### config.mk
export PLATFORM = sky130hd
export DESIGN_NAME = sync_fifo_flagged
export DESIGN_NICKNAME = d
export VERILOG_FILES = /design/src/rtl/sync_fifo_flagged.sv
export SDC_FILE = /design/constraint.sdc
export NUM_CORES = 1
export LEC_CHECK = 0
export BUFFER_PORTS_ARGS = -buffer_cell sky130_fd_sc_hd__buf_4
export CELL_PAD_IN_SITES_DETAIL_PLACEMENT = 1
export CELL_PAD_IN_SITES_GLOBAL_PLACEMENT = 2
export CORE_AREA = 8 8 182 357
export CTS_CLUSTER_SIZE = 25
export DETAILED_ROUTE_END_ITERATION = 10
export DIE_AREA = 0 0 190 365
export PLACE_DENSITY_LB_ADDON = 0.05
export SYNTH_ARGS = -nofsm -noshare
export SYNTH_HDL_FRONTEND = slang
export SYNTH_SLANG_ARGS = --single-unit
### constraint.sdc
create_clock -name clk -period 3.9 [get_ports clk]
set_clock_uncertainty 0.2 [all_clocks]
set_input_delay 0.78 -clock clk [delete_from_list [all_inputs] [get_ports clk]]
set_output_delay 0.78 -clock clk [all_outputs]
set_load 0.1 [all_outputs]
### src/rtl/sync_fifo_flagged.sv
// sync_fifo_flagged: single-clock FIFO with occupancy count, almost/error flags
// and selectable registered or first-word-fall-through read.
module sync_fifo_flagged #(
   parameter int WIDTH         = 18,
   parameter int DEPTH         = 32,
   parameter bit FWFT          = 1'b0,
   parameter int AFULL_THRESH  = DEPTH - 4,
   parameter int AEMPTY_THRESH = 4
) (
   input  logic                   clk,
   input  logic                   rst,
   input  logic                   wr_en,
   input  logic [WIDTH-1:0]       d_in,
   input  logic                   rd_en,
   output logic [WIDTH-1:0]       d_out,
   output logic                   d_valid,
   output logic                   empty,
   output logic                   full,
   output logic                   almost_full,
   output logic                   almost_empty,
   output logic [$clog2(DEPTH):0] count,
   output logic                   overflow,
   output logic                   underflow,
   input  logic                   clr_err
);
   localparam int AW = $clog2(DEPTH);
   localparam logic [AW:0] AF = AFULL_THRESH[AW:0];
   localparam logic [AW:0] AE = AEMPTY_THRESH[AW:0];
   logic [WIDTH-1:0] mem [DEPTH];
   logic [AW:0] wr_ptr, rd_ptr;
   logic wr_acc, rd_acc;
   // MSB of each pointer is the wrap bit; equal addresses with differing wrap bits means full
   assign empty        = wr_ptr == rd_ptr;
   assign full         = (wr_ptr[AW-1:0] == rd_ptr[AW-1:0]) && (wr_ptr[AW] != rd_ptr[AW]);
   assign almost_full  = count >= AF;
   assign almost_empty = count <= AE;
   assign wr_acc       = wr_en & ~full;
   assign rd_acc       = rd_en & ~empty;
   always_ff @(posedge clk or posedge rst) begin
      if (rst) begin
         wr_ptr    <= '0;
         rd_ptr    <= '0;
         count     <= '0;
         overflow  <= 1'b0;
         underflow <= 1'b0;
      end else begin
         if (wr_acc) wr_ptr <= wr_ptr + 1'b1;
         if (rd_acc) rd_ptr <= rd_ptr + 1'b1;
         count     <= count + {{AW{1'b0}}, wr_acc} - {{AW{1'b0}}, rd_acc};
         overflow  <= (overflow & ~clr_err) | (wr_en & full);
         underflow <= (underflow & ~clr_err) | (rd_en & empty);
      end
   end
   always_ff @(posedge clk)
      if (wr_acc) mem[wr_ptr[AW-1:0]] <= d_in;
   generate
      if (FWFT) begin : g_fwft
         assign d_out   = mem[rd_ptr[AW-1:0]];
         assign d_valid = ~empty;
      end else begin : g_std
         always_ff @(posedge clk or posedge rst) begin
            if (rst) begin
               d_out   <= '0;
               d_valid <= 1'b0;
            end else begin
               d_valid <= rd_acc;
               if (rd_acc) d_out <= mem[rd_ptr[AW-1:0]];
            end
         end
      end
   endgenerate
endmodule

* Word-level counts from Yosys, hierarchy flattened
Memory sizes are Yosys's and may differ from the RTL's. A register that Yosys moved wholly into a read port is not among the register bits.
Index checks and enable logic that the tools add are counted.
** Cells by class
- Order comparisons :: 2
- Muxes and demuxes :: 2
- Equal/unequal tests :: 3
- $add $sub $neg :: 4
- Bitwise operators :: 11
- Reduce and logical (&&, ||, !) cells :: 1
** Operators by type and width (number)
- $add A6 B1 Y6 const B :: 2
- $add A6 B1 Y6 :: 1
- $and A1 B1 Y1 :: 6
- $eq A6 B6 Y1 :: 1
- $ge A6 B5 Y1 const B :: 1
- $le A6 B3 Y1 const B :: 1
- $sub A6 B1 Y6 :: 1
- $eq A5 B5 Y1 :: 1
- $not A1 Y1 :: 3
- $mux W1 :: 2
- $or A1 B1 Y1 :: 2
- $logic_and A1 B1 Y1 :: 1
- $ne A1 B1 Y1 :: 1
** Storage, ports and cells
- Bits in registers :: 21
- Word-level logic and storage cells :: 30
- Memories kept :: 1
- Input bits :: 23
- RAM bits :: 576
** Memory list
- mem :: depth 32, width 18, rd ports 1, clocked after memory_dff 1, write ports 1, RTL line 29 : logic [WIDTH-1:0] mem [DEPTH];

* Logic depth before layout (Yosys ltp)
- Depth after elaboration :: 6
- Mapped depth :: 16
- Mapped depth without buffers :: 14

* Worst setup path after synthesis
No wires, ideal clock.
- Path kind :: flip-flop to output port
- Start :: register rd_ptr[1]
- End :: output port empty
- Slack :: 0.564 ns
- Arrival :: 2.356 ns
- Data required time :: 2.920 ns
- Buffers on the path :: 1
- Stages on the path, launching flop included :: 6
- Cell sequence :: dfrtp_1 > buf_2 > xnor2_1 > nand3_1 > or2_2 > nor2_1
** On the way
- Word-level cells in the longest chain between the ends :: 1
** RTL lines
- from (decl) :: RTL line 30 : logic [AW:0] wr_ptr, rd_ptr;
- from (signal assigned) :: RTL line 48 : if (rd_acc) rd_ptr <= rd_ptr + 1'b1;
- $eq A6 B6 Y1 :: RTL line 33 : assign empty = wr_ptr == rd_ptr;
- to (decl) :: RTL line 17 : output logic empty,
Every way passes these cells.

* Worst setup path after layout
- Start :: register rd_ptr[0]
- End :: output port empty
The elaborated chain is that of the path after synthesis.

==> results_dict.tcl <==
set metrics [dict create \
    status "finished, final reports clean" \
    routedWlPerCell_um 29.38 \
    syn_inst 1201 \
    crit_path_max_fanout 14 \
    maxCapViolCount 0 \
    coreArea_sq_um 60380 \
    place.gp.congestion 0.7231 \
    track_usage_pct 18.21 \
    p_leak_nw 9.155 \
    fin_crit_ps 3658 \
    cts_tree "done" \
    met1_usage_pct 22.31 \
    slew_violations 0 \
    switchingPower_mw 7.183 \
    grt_pass1_vias 12970 \
    final.setup.worst_slack_ps 241.6 \
    rows 128 \
    cts_max_level 2 \
    ys_ff_latch 615 \
    die_h_um 365 \
    synth-edff-count 576 \
    dieWidth_um 190 \
    hold_class "primary input to async pin" \
    firstDrtPassIters 4 \
    top_usage_layer "met2" \
    cts_setup_buffers 0 \
    final_common_cell "edfxtp_1" \
    seq_power_share_pct 39.2 \
    area_growth_pct 14.53 \
    grt_util_met2_pct 32.94 \
    setup_viol 0 \
    synth_seq_area_share_pct 76.41 \
    slew-limit-headroom_pct 40.39 \
    path_class "flip-flop to output pin" \
    drcViolationCount 0 \
    hold_slack_ps 2.620 \
    vdd_drop_max_uv 449.1 \
    portBuffers 53 \
    cts_buffers 55 \
    synth_cell_types 43 \
    antenna_found_initial 1 \
    grt_max_degree 98 \
    worstPathRequired_ps 2920 \
    die-area_sq_um 69350 \
    pre_cts_slack_ps 706.6 \
    clk_path_buf_depth 3 \
    drt_first_iter_violations 623 \
    drive_gt1_share_pct 24.03 \
    switching_share_pct 34.60 \
    fillerInstances 5556 \
    comb_power_share_pct 32.9 \
    cp-end-kind "output pin" \
    hold_violations 0 \
    grt_pass1_wl_um 91400 \
    rsz0062_at_grt "false" \
    grt-ovfl-total 0 \
    ys_async_sr_fraction_pct 6.341 \
    start_util_pct 39.61 \
    max_freq_mhz 273.3 \
    cp.arrival_ps 2680 \
    ioPinCount 54 \
    clkTransAtPathRegs_ps 70 \
    antenna_left 0 \
    nets 1338 \
    dp_hpwl_um 37850 \
    p_per_area_nw_per_um2 758.0 \
    cts_resized 0 \
    fin_setup_tns_ps 0 \
    synth_warnings 0 \
    p_int_mw 13.58 \
    syn_avg_cell_area_sq_um 19.91 \
    routed_wl_um 62400 \
    clock_sinks 615 \
    max_slew.worst_pin.slew_ps 893.1 \
    insertion_delay_ps 610 \
    met3_usage_pct 2.172 \
    drt-vias-per-instance 5.495 \
    final_cell_mix "576 x edfxtp_1, 125 x mux2i_1, 103 x buf_4" \
    hold_buffers 0 \
    diodes 0 \
    min_period_over_period_pct 93.80 \
    clock-root-buffer "clkbuf_16" \
    vias 11670 \
    syn_nets 1240 \
    ys.flop_type "edfxtp_1" \
    syn_area_sq_um 23910 \
    clockPowerShare_pct 27.9 \
    cp-start-kind "flip-flop" \
]
-- critical path, cell delays in order, from the launching register on --
cell	delay [ps]
dfrtp_4	600
xnor2_1	180
nand3_1	180
or2_2	330
nor2_1	400
buf_4	390
-- layout make-up --
cell class	count	area (sq um)	area share [%]
clock buffer	63	1428	5.212
clock inverter	39	478.0	1.745
inverter	17	63.81	0.2330
multi-input combinational	501	5266	19.23
sequential	615	18280	66.76
tap	780	975.9	3.563
timing repair buffer	109	893.4	3.262
-- per-layer routing --
layer  vias up  part of all wire [%]
li1       5104                     -
met1      6289                    41
met2       176                    53
met3       101                   2.5
met4         2                   2.9
met5         -                 0.021
-- power by group through the flow --
stage	clock network, mW	logic [mW]	registers [mW]
after floorplan	0	4.01	9.08
after global placement	0	6.95	8.27
after detailed placement	0	7.01	8.29
after CTS	5.94	7.03	8.16
after global routing	6.13	7.34	8.19
final	5.80	6.83	8.14
-- sequential cells by signal, indices dropped and copies added, names as in the netlist --
signal,cells
d_valid,1
overflow,1
mem,576
d_out,18
rd_ptr,6
count,6
wr_ptr,6
underflow,1
-- stage by stage --
stage          total power [mW]  utilization (%)  instances  instance area [sq um]
2_1_floorplan             13.09                -       1201                  23910
3_3_place_gp              15.22            42.21       2022                  25480
3_5_place_dp              15.30            42.21       2022                  25480
4_1_cts                   21.13            45.36       2124                  27390
5_1_grt                   21.65            45.36       2124                  27390
6_report                  20.76            45.36       2124                  27390
-- cells by family after synthesis --
kind of cell | count (synthesis) | synth area share, %
muxes | 216 | 13.76
xor gates and xnor gates | 21 | 0.7691
AOI/OAI and AO/OA | 172 | 4.840
buffers and inverters | 85 | 1.910
and+or+nand+nor | 76 | 1.449
DFF | 615 | 76.41
adders and majority gates | 16 | 0.8685
-- worst paths after layout --
path | depth (start not counted) | slack [ps] | end | start
max | 5 | 240 | empty | rd_ptr[0]$_DFFE_PP0P_
min | 2 | 3 | count[5]$_DFF_PP0_ | rst
max reg2reg | 14 | 740 | count[4]$_DFF_PP0_ | rd_ptr[0]$_DFFE_PP0P_
min reg2reg | 1 | 310 | overflow$_DFF_PP0_ | overflow$_DFF_PP0_
max in group asynchronous | 3 | 2670 | d_out[8]$_DFFE_PP0P_ | rst
min in group clk | 2 | 260 | overflow$_DFF_PP0_ | wr_en
-- synth_stat cells (all sizes together) (2+ instances only) --
master | instances | area, sq um
edfxtp | 576 | 17300
nand4 | 3 | 18.77
mux2i | 125 | 1251
nand3b | 5 | 37.54
a211oi | 17 | 127.6
nor2 | 39 | 148.9
nand3 | 4 | 20.02
nor2b | 2 | 12.51
o22ai | 17 | 106.4
a21oi | 39 | 195.2
a22o | 20 | 175.2
or3b | 2 | 17.52
nand2 | 16 | 60.06
inv | 17 | 63.81
o21ai | 37 | 185.2
a221oi | 19 | 166.4
ha | 15 | 187.7
buf | 35 | 269.0
o221ai | 18 | 157.7
mux4 | 90 | 2027
xnor2 | 16 | 140.1
xor2 | 5 | 43.79
dfrtp | 39 | 975.9
clkbuf | 33 | 123.9
Power figures use the tool's default switching activity.
